--- config.mk ---
export PLATFORM = sky130hd
export DESIGN_NAME = serial_addsub_flat
export DESIGN_NICKNAME = d
export VERILOG_FILES = /design/src/rtl/serial_addsub_if.sv /design/src/rtl/serial_addsub.sv /design/src/flat_wrapper.sv
export SDC_FILE = /design/constraint.sdc
export NUM_CORES = 1
export LEC_CHECK = 0
export ABC_AREA = 1
export CAP_MARGIN = 30
export CORE_ASPECT_RATIO = 0.8
export CORE_MARGIN = 2
export CORE_UTILIZATION = 35
export DETAILED_ROUTE_END_ITERATION = 10
export PLACE_DENSITY = 0.67
export REMOVE_ABC_BUFFERS = 1
export SLEW_MARGIN = 40
export SYNTH_ARGS = -nofsm -noshare
export SYNTH_HDL_FRONTEND = slang
export SYNTH_SLANG_ARGS = --single-unit
--- constraint.sdc ---
create_clock -name clk -period 2.85 [get_ports clk]
set_clock_uncertainty 0.1 [all_clocks]
set_input_delay 0.57 -clock clk [delete_from_list [all_inputs] [get_ports clk]]
set_output_delay 0.57 -clock clk [all_outputs]
set_load 0.02 [all_outputs]
--- src/rtl/serial_addsub_if.sv ---
// Start/done handshake and operand/result bundle for serial_addsub.
//   master: drives start, op, a, b, cin; observes busy, done, result and flags.
//   slave : the arithmetic unit itself.
interface serial_addsub_if #(
  parameter int unsigned WIDTH = 16
);
  logic             start;
  logic [1:0]       op;      // 00 ADD, 01 ADC, 10 SUB, 11 SBB
  logic [WIDTH-1:0] a;
  logic [WIDTH-1:0] b;
  logic             cin;
  logic             busy;
  logic             done;
  logic [WIDTH-1:0] result;
  logic             cf;
  logic             zf;
  logic             sf;
  logic             of;
  logic             af;
  logic             pf;

  modport master (
    output start, op, a, b, cin,
    input  busy, done, result, cf, zf, sf, of, af, pf
  );

  modport slave (
    input  start, op, a, b, cin,
    output busy, done, result, cf, zf, sf, of, af, pf
  );
endinterface

--- src/rtl/serial_addsub.sv ---
// Multi-cycle 8086-style adder/subtractor (ADD/ADC/SUB/SBB), DIGIT bits per
// clock, LSB digit first, with full arithmetic flag set and start/done handshake.
//   clk    : rising-edge clock
//   rst_n  : asynchronous active-low reset
//   bus_io : serial_addsub_if.slave (start/op/a/b/cin in; busy/done/result/flags out)
module serial_addsub #(
  parameter int unsigned WIDTH = 16,
  parameter int unsigned DIGIT = 4
) (
  input  logic           clk,
  input  logic           rst_n,
  serial_addsub_if.slave bus_io
);

  localparam int unsigned N       = WIDTH / DIGIT;
  localparam int unsigned CntW    = (N > 1) ? $clog2(N) : 1;
  localparam int unsigned AfSlice = 3 / DIGIT;  // slice holding bit 3
  localparam int unsigned AfBit   = 3 % DIGIT;  // bit 3's position inside that slice

  typedef enum logic [1:0] {StIdle, StRun, StDone} state_e;

  state_e            state_q;
  logic [WIDTH-1:0]  a_q;
  logic [WIDTH-1:0]  b_q;       // already inverted for SUB/SBB
  logic              sub_q;
  logic              carry_q;
  logic [CntW-1:0]   cnt_q;
  logic [WIDTH-1:0]  acc_q;     // partial result, filled from the top
  logic              af_c_q;    // raw carry out of bit 3
  logic              busy_q;
  logic              done_q;
  logic [WIDTH-1:0]  result_q;
  logic              cf_q, zf_q, sf_q, of_q, af_q, pf_q;

  // Per-slice ripple, exposing every internal carry for AF/OF extraction.
  logic [DIGIT:0]         c;
  logic [DIGIT-1:0]       s;
  logic [WIDTH+DIGIT-1:0] acc_cat;
  logic [WIDTH-1:0]       acc_next;
  logic                   last;
  logic                   af_raw;

  always_comb begin
    c[0] = carry_q;
    s    = '0;
    for (int i = 0; i < DIGIT; i++) begin
      s[i]   = a_q[i] ^ b_q[i] ^ c[i];
      c[i+1] = (a_q[i] & b_q[i]) | (c[i] & (a_q[i] ^ b_q[i]));
    end
    acc_cat  = {s, acc_q};
    acc_next = acc_cat[WIDTH+DIGIT-1:DIGIT];
    last     = (cnt_q == CntW'(N - 1));
    // With a single slice, bit 3 is processed on the final edge itself.
    af_raw   = (cnt_q == CntW'(AfSlice)) ? c[AfBit+1] : af_c_q;
  end

  always_ff @(posedge clk or negedge rst_n) begin
    if (!rst_n) begin
      state_q  <= StIdle;
      a_q      <= '0;
      b_q      <= '0;
      sub_q    <= 1'b0;
      carry_q  <= 1'b0;
      cnt_q    <= '0;
      acc_q    <= '0;
      af_c_q   <= 1'b0;
      busy_q   <= 1'b0;
      done_q   <= 1'b0;
      result_q <= '0;
      cf_q     <= 1'b0;
      zf_q     <= 1'b0;
      sf_q     <= 1'b0;
      of_q     <= 1'b0;
      af_q     <= 1'b0;
      pf_q     <= 1'b0;
    end else begin
      unique case (state_q)
        StIdle: begin
          if (bus_io.start) begin
            a_q     <= bus_io.a;
            b_q     <= bus_io.op[1] ? ~bus_io.b : bus_io.b;
            sub_q   <= bus_io.op[1];
            // ADD 0, ADC cin, SUB 1, SBB ~cin
            carry_q <= bus_io.op[0] ? (bus_io.cin ^ bus_io.op[1]) : bus_io.op[1];
            cnt_q   <= '0;
            acc_q   <= '0;
            af_c_q  <= 1'b0;
            busy_q  <= 1'b1;
            state_q <= StRun;
          end
        end
        StRun: begin
          a_q     <= a_q >> DIGIT;
          b_q     <= b_q >> DIGIT;
          carry_q <= c[DIGIT];
          acc_q   <= acc_next;
          cnt_q   <= cnt_q + CntW'(1);
          if (cnt_q == CntW'(AfSlice)) af_c_q <= c[AfBit+1];
          if (last) begin
            result_q <= acc_next;
            cf_q     <= c[DIGIT] ^ sub_q;
            af_q     <= af_raw ^ sub_q;
            of_q     <= c[DIGIT-1] ^ c[DIGIT];
            zf_q     <= (acc_next == '0);
            sf_q     <= acc_next[WIDTH-1];
            pf_q     <= ~^acc_next[7:0];
            done_q   <= 1'b1;
            state_q  <= StDone;
          end
        end
        StDone: begin
          done_q  <= 1'b0;
          busy_q  <= 1'b0;
          state_q <= StIdle;
        end
        default: state_q <= StIdle;
      endcase
    end
  end

  assign bus_io.busy   = busy_q;
  assign bus_io.done   = done_q;
  assign bus_io.result = result_q;
  assign bus_io.cf     = cf_q;
  assign bus_io.zf     = zf_q;
  assign bus_io.sf     = sf_q;
  assign bus_io.of     = of_q;
  assign bus_io.af     = af_q;
  assign bus_io.pf     = pf_q;

endmodule

--- src/flat_wrapper.sv ---
// flat-port wrapper written by rule: the top's interface ports become plain ports
module serial_addsub_flat 
#(
  parameter int unsigned WIDTH = 16,
  parameter int unsigned DIGIT = 4
)
  (clk, rst_n, bus_io_start, bus_io_op, bus_io_a, bus_io_b, bus_io_cin, bus_io_busy, bus_io_done, bus_io_result, bus_io_cf, bus_io_zf, bus_io_sf, bus_io_of, bus_io_af, bus_io_pf);
  serial_addsub_if #(.WIDTH(WIDTH)) bus_io_i ();
  input  logic clk;
  input  logic rst_n;
  input wire logic [$bits(bus_io_i.start)-1:0] bus_io_start;
  input wire logic [$bits(bus_io_i.op)-1:0] bus_io_op;
  input wire logic [$bits(bus_io_i.a)-1:0] bus_io_a;
  input wire logic [$bits(bus_io_i.b)-1:0] bus_io_b;
  input wire logic [$bits(bus_io_i.cin)-1:0] bus_io_cin;
  output wire logic [$bits(bus_io_i.busy)-1:0] bus_io_busy;
  output wire logic [$bits(bus_io_i.done)-1:0] bus_io_done;
  output wire logic [$bits(bus_io_i.result)-1:0] bus_io_result;
  output wire logic [$bits(bus_io_i.cf)-1:0] bus_io_cf;
  output wire logic [$bits(bus_io_i.zf)-1:0] bus_io_zf;
  output wire logic [$bits(bus_io_i.sf)-1:0] bus_io_sf;
  output wire logic [$bits(bus_io_i.of)-1:0] bus_io_of;
  output wire logic [$bits(bus_io_i.af)-1:0] bus_io_af;
  output wire logic [$bits(bus_io_i.pf)-1:0] bus_io_pf;
  assign bus_io_i.start = bus_io_start;
  assign bus_io_i.op = bus_io_op;
  assign bus_io_i.a = bus_io_a;
  assign bus_io_i.b = bus_io_b;
  assign bus_io_i.cin = bus_io_cin;
  assign bus_io_busy = bus_io_i.busy;
  assign bus_io_done = bus_io_i.done;
  assign bus_io_result = bus_io_i.result;
  assign bus_io_cf = bus_io_i.cf;
  assign bus_io_zf = bus_io_i.zf;
  assign bus_io_sf = bus_io_i.sf;
  assign bus_io_of = bus_io_i.of;
  assign bus_io_af = bus_io_i.af;
  assign bus_io_pf = bus_io_i.pf;
  serial_addsub #(.WIDTH(WIDTH), .DIGIT(DIGIT)) u_core (.clk(clk), .rst_n(rst_n), .bus_io(bus_io_i));
endmodule
# Word level (Yosys, flattened, before mapping)
# Cells that the tools add are included.
dict set report totals {
  regBits 79
  in_bits 38
  output_inout_bits 24
}
dict set report op_classes {
  n_addsub 1
  eq_ne 5
  mux 22
  bitwise 25
  n_reduce_logical 13
}
# cell count
set ops {}
lappend ops {{16-bit case mux with 2 select lines} 3}
lappend ops {{16-bit two-way mux} 4}
lappend ops {{16-bit zero test} 1}
lappend ops {{16-bit NOT} 1}
lappend ops {{2-bit AND reduction} 6}
lappend ops {{1-bit bitwise XOR} 12}
lappend ops {{1-bit AND} 8}
lappend ops {{1-bit case mux with 2 select lines} 4}
lappend ops {{2-bit case mux with 2 select lines} 2}
lappend ops {{8-bit XNOR reduction} 1}
lappend ops {{1-bit two-way mux} 6}
lappend ops {{2-bit two-way mux} 3}
lappend ops {{2-bit nonzero test} 3}
lappend ops {{2-bit equality test (second input constant)} 2}
lappend ops {{2-bit zero test} 2}
lappend ops {{1-bit bitwise OR} 4}
lappend ops {{2-bit by 1-bit adder with 2-bit output (second input constant)} 1}
lappend ops {{2-bit by 1-bit equality test with 1-bit output (second input constant)} 1}
lappend ops {{2-bit by 1-bit inequality test with 1-bit output (second input constant)} 1}
lappend ops {{2-bit inequality test (second input constant)} 1}

# Depth between registers and ports, before layout
dict set report logic_depth {
  depth_word 11
  ltp_mapped 11
  depth_no_buf 11
}

# Least setup slack after synthesis
# OpenSTA, ideal clock, no wires.
dict set report synth_path {
  kind {reg-to-reg}
  start {register u_core.carry_q}
  end {register u_core.zf_q (netlist: u_core.bus_io.zf)}
  setup_time_ps 65
  arrival_ps 2270
  required_ps 2685
  path_slack_ps 415
  stages_incl_launch_ff 12
  synth_period_minus_slack_ps 2435
  cell_sequence {dfrtp_1 > inv_1 > fa_1 > fa_1 > inv_1 > fa_1 > fa_1 > nor2_1 > nand2_1 > nor2_1 > nand3_1 > nand2_1}
}
dict set report synth_between {
  elab_chain_len 8
  elab_cells_between_ends 11
  cone_classes {bitwise: 10; reduce/logical: 1}
}
# element line_no
set synth_lines {}
lappend synth_lines {{start, declared} serial_addsub.sv:26} ;# logic carry_q;
lappend synth_lines {{start signal, assigned} serial_addsub.sv:84} ;# carry_q <= bus_io.op[0] ? (bus_io.cin ^ bus_io.op[1]) : bus_io.op[1];
lappend synth_lines {{start signal, assigned} serial_addsub.sv:95} ;# carry_q <= c[DIGIT];
lappend synth_lines {{1-bit AND} serial_addsub.sv:48} ;# c[i+1] = (a_q[i] & b_q[i]) | (c[i] & (a_q[i] ^ b_q[i]));
lappend synth_lines {{1-bit bitwise OR} serial_addsub.sv:48}
lappend synth_lines {{1-bit AND} serial_addsub.sv:48}
lappend synth_lines {{1-bit bitwise OR} serial_addsub.sv:48}
lappend synth_lines {{1-bit AND} serial_addsub.sv:48}
lappend synth_lines {{1-bit bitwise OR} serial_addsub.sv:48}
lappend synth_lines {{1-bit bitwise XOR} serial_addsub.sv:47} ;# s[i] = a_q[i] ^ b_q[i] ^ c[i];
lappend synth_lines {{named net u_core.acc_cat[19]} serial_addsub.sv:38} ;# logic [WIDTH+DIGIT-1:0] acc_cat;
lappend synth_lines {{16-bit zero test} serial_addsub.sv:104} ;# zf_q <= (acc_next == '0);
lappend synth_lines {{end signal, assigned} serial_addsub.sv:104}
lappend synth_lines {{end, declared} serial_addsub.sv:33} ;# logic cf_q, zf_q, sf_q, of_q, af_q, pf_q;
# The timed path passes the listed nets, and every way through them passes these cells.
# A chain may end at the register's enable or synchronous reset.

# Worst setup path after layout
# Ends and elaborated chain as after synthesis.

==> results.md <==
- During synthesis, Yosys emitted a total of 0 warnings.
- The CTS root buffer is clkbuf_16.
- Leaving out fill and tap cells, the most frequent cell in the layout is nand2_1.
- After detailed routing, the number of remaining DRC violations is 0.
- The dominant combinational cell family by area after synthesis is simple AND/OR/NAND/NOR gates.
- Sequential cells were found to cover 53.9% of the synthesized design area.
- STA classifies the critical path endpoint as a register.
- The clock sink count is 74.
- The clock tree from TritonCTS is yes.
- Of the total synthesized cell area, the portion taken by XOR and XNOR cells is 4.59%.
- The setup path with the least slack is of type register to register.
- Setup violations remaining at the end of the flow were counted as 0.
- Of all nets on the critical path, the largest fanout is 2.
- From bottom edge to top edge, the die measures 92.6 um.
- The depth of the CTS H-tree is 3.
- The worst setup path is launched from a register.
- The estimated wirelength of the detail-placed design is 4960 um.
- Static timing analysis puts the maximum clock frequency at 392 MHz.
- The total core area is 0.00961 sq mm.
- Across the run, the number of max-cap violations was 0.
- The number of top-level pins is 62.
- Setup repair after global routing left no endpoint under its margin.
- In the layout the commonest cells are 111 x nand2_1, 74 x dfrtp_1, 60 x clkdlybuf4s50_1.
- For this block, the via count after detailed routing is 2649.
- Global routing finished with a remaining overflow of 0.
- After clock tree synthesis, the repair step resized 0 gates.
- The power share of the clock group is 24.9%.
- Measured against its own limit, the worst slew margin works out to 55.8%.
- In this run, the number of DRC markers left after iteration 0 of detailed routing was 183.
- Net switching is 37.4% of the power.
- The initial antenna violation count was 0.
- The total power of the final layout is 5.06 mW.
- At the end of routability-driven placement, the weighted congestion stood at 0.778.
- Per report_power, the combinational group accounts for 41.1% of the total.
- The actual transition at the worst max-transition pin is 0.662 ns.
- The die width is 115 um.
- After routing the design area is 0.00446 sq mm.
- In this run the cell area measured after placement is 0.00412 sq mm.
- After clock tree synthesis, the clock-pin slew on the worst setup and hold paths is 0.06 ns.
- Across every metal layer, demand over resource in global routing totals 14.3%.
- After synthesis, the cell types taking the most area are dfrtp_1 54%, nand2_1 12%, nand3_1 8.4%, inv_1 3.4%, xor2_1 3.1%.
- The number of library cell types mapped by synthesis is 23.
- The flow ran to the end, and the final reports show no timing, DRC or antenna violations.
- Setup total negative slack on the finished layout was measured at 0 ns.
- The synthesized netlist devotes 7.06% of its cell area to compound gates.
- Synthesis handed over a netlist of 382 instances.
- The power density over the cells is 1140 mW/mm^2.
- The synthesized cell area is 0.00344 sq mm.
- The layout-stage area growth over the synthesis result is 29.8%.
- The number of vias per cell after detailed routing is 4.71.
- The top cell type by area accounts for 53.9% of the synthesized area.
- The internal power summed over all cells is 3.17 mW.
- Buffers inserted during clock tree synthesis total 9.
- The first global-routing pass estimated 12000 um of wire.
- The average routed wire per standard cell is 12.9 um.
- Of the cells placed in the final design, the portion with a size suffix greater than 1 is 6.98%.
- For this design, the CTS-stage hold fixing added 0 buffers.
- The via count of the first global-routing pass was 2533.
- Synthesis inferred 74 register bits.
- The number of buffers on the longest clock path is 2.
- The count of filler cells inserted in the layout is 940.
- The portion of netlist area occupied by mux cells is 0%.
- The cell type contributing the most total cell area after synthesis is dfrtp_1.
- The die footprint is 0.0106 sq mm.
- The path class of the tightest hold or removal check is input port to async pin.
- The data arrival time at the worst-slack endpoint is 2.71 ns.
- Buffers added to address setup during post-CTS repair amount to 0.
- The peak ir drop on the vdd network is 0.407 mV.
- Once the floorplan was initialized, standard cells occupied 35.8% of the core.
- Per report_power, the sequential group accounts for 34.0% of the total.
- The number of pins exceeding their max-slew limit in the final report is 0.
- The simple-gate area share of the yosys netlist is 22.5%.
- In this run the remaining antenna-violating nets after routing total 0.
- The repair_antennas step left the layout with diodes totalling 0.
- After synthesis, the mean cell area works out to 8.99 sq um.
- The clock network latency to the later pin of the worst-skew pair is 0.33 ns.
- The number of hold violations in the final report is 0.
- The analysis attributes to net switching a power of 1.89 mW.
- After Yosys synthesis, full adders, half adders and majority gates account for 4.52% of the synthesized area.
- The number of nets at the end of the flow is 487.
- For this design the static power due to leakage is 2.07 nW.
- The time the final worst path needs with I/O delays and setup is 2.55 ns.
- The number of buffer cells added on primary ports is 61.
- The overall routed net length is 7250 um.
- The first-pass iteration count of the detailed router is 4.
- The pin count of the biggest net entering global routing is 75.
- Data on the critical path is required at its endpoint by 3.01 ns.
- The site row count is 32.
- The worst path uses 89.4% of the clock period.
==> path summary, 6_finish.rpt <==
check,end,depth (start not counted),slack (ns),start
worst max-delay path,u_core.bus_io.zf,11,0.30,u_core.carry_q
worst min-delay path,u_core.bus_io.result[5],1,0.15,rst_n
worst max register to register,u_core.bus_io.zf,11,0.30,u_core.carry_q
worst min register to register,u_core.bus_io.af,2,0.39,u_core.bus_io.af
max in group asynchronous,u_core.a_q[5],1,2.03,rst_n
min in group clk,u_core.bus_io.af,2,0.39,u_core.bus_io.af
==> cells in the mapped netlist <==
cell	count
buf_2	11
nand2_4	1
ha_1	6
nand3_1	58
xor2_1	12
inv_2	4
nand2_2	2
o21ai_0	10
nor2_1	5
inv_1	31
o22ai_1	12
o211ai_1	3
buf_6	1
nand3b_1	1
nor2_2	1
o21ai_1	19
dfrtp_1	74
nand2_1	111
buf_4	6
nor2_4	1
xnor2_1	6
buf_1	3
fa_1	4
==> registers in the layout, indices dropped and copies added (netlist names), 2 cells and up <==
register,flops
u_core.cnt_q,2
u_core.a_q,16
u_core.acc_q,12
u_core.bus_io.result,15
u_core.state_q,2
u_core.b_q,16
==> routing by layer <==
metal | vias to the layer above | track usage [%] | wire (um)
met5 | - | 0 | 0
met4 | 0 | 4.82 | 81
met3 | 6 | 4.06 | 383
met2 | 47 | 22.3 | 3200
met1 | 1247 | 19.4 | 3580
li1 | 1349 | - | -
==> stage by stage <==
stage          hold slack, ns  util [%]  setup slack [ns]  cells
2_1_floorplan           0.174         -             0.411    361
3_3_place_gp            0.369      42.8             0.340    547
3_5_place_dp            0.372      42.9             0.317    547
4_1_cts                 0.183      46.4             0.290    563
5_1_grt                 0.223      46.4             0.137    563
6_report                0.155      46.4             0.302    563
==> critical path: stages, from the launching register on <==
cell and delay [ns]:
dfrtp_1 0.35, inv_1 0.06, fa_1 0.45, fa_1 0.42, inv_1 0.08, fa_1 0.23
fa_1 0.42, nor2_1 0.10, nand2_1 0.06, nor2_1 0.08, nand3_1 0.06, nand2_1 0.07
==> cell families (layout without fill, tap and decap cells) <==
| logic type | count (synthesis) | in the layout |
|---|---|---|
| flip-flops | 74 | 74 |
| buffers and inverters | 56 | 118 |
| adder cells (fa/ha/maj) | 10 | 10 |
| AO/OA/AOI/OAI | 44 | 44 |
| XOR/XNOR | 18 | 18 |
| AND/OR/NAND/NOR | 180 | 180 |
==> power groups by stage <==
stage / clock network (mW) / logic, mW / registers [mW]
floorplan: 0 / 1.17 / 1.87
global placement: 0 / 2.05 / 1.73
detailed placement: 0 / 2.10 / 1.74
CTS: 1.28 / 2.11 / 1.73
global route: 1.32 / 2.37 / 1.78
finish: 1.26 / 2.08 / 1.72
==> final cells by class <==
cell class | instances | area, sq um | area share (%)
timing repair buffer | 67 | 657 | 14.7
clock inverter | 3 | 68.8 | 1.54
multi-input combinational | 252 | 1330 | 29.8
tap | 119 | 149 | 3.34
sequential | 74 | 1850 | 41.5
inverter | 35 | 131 | 2.95
clock buffer | 13 | 270 | 6.06
Power figures use the tool's default switching activity.
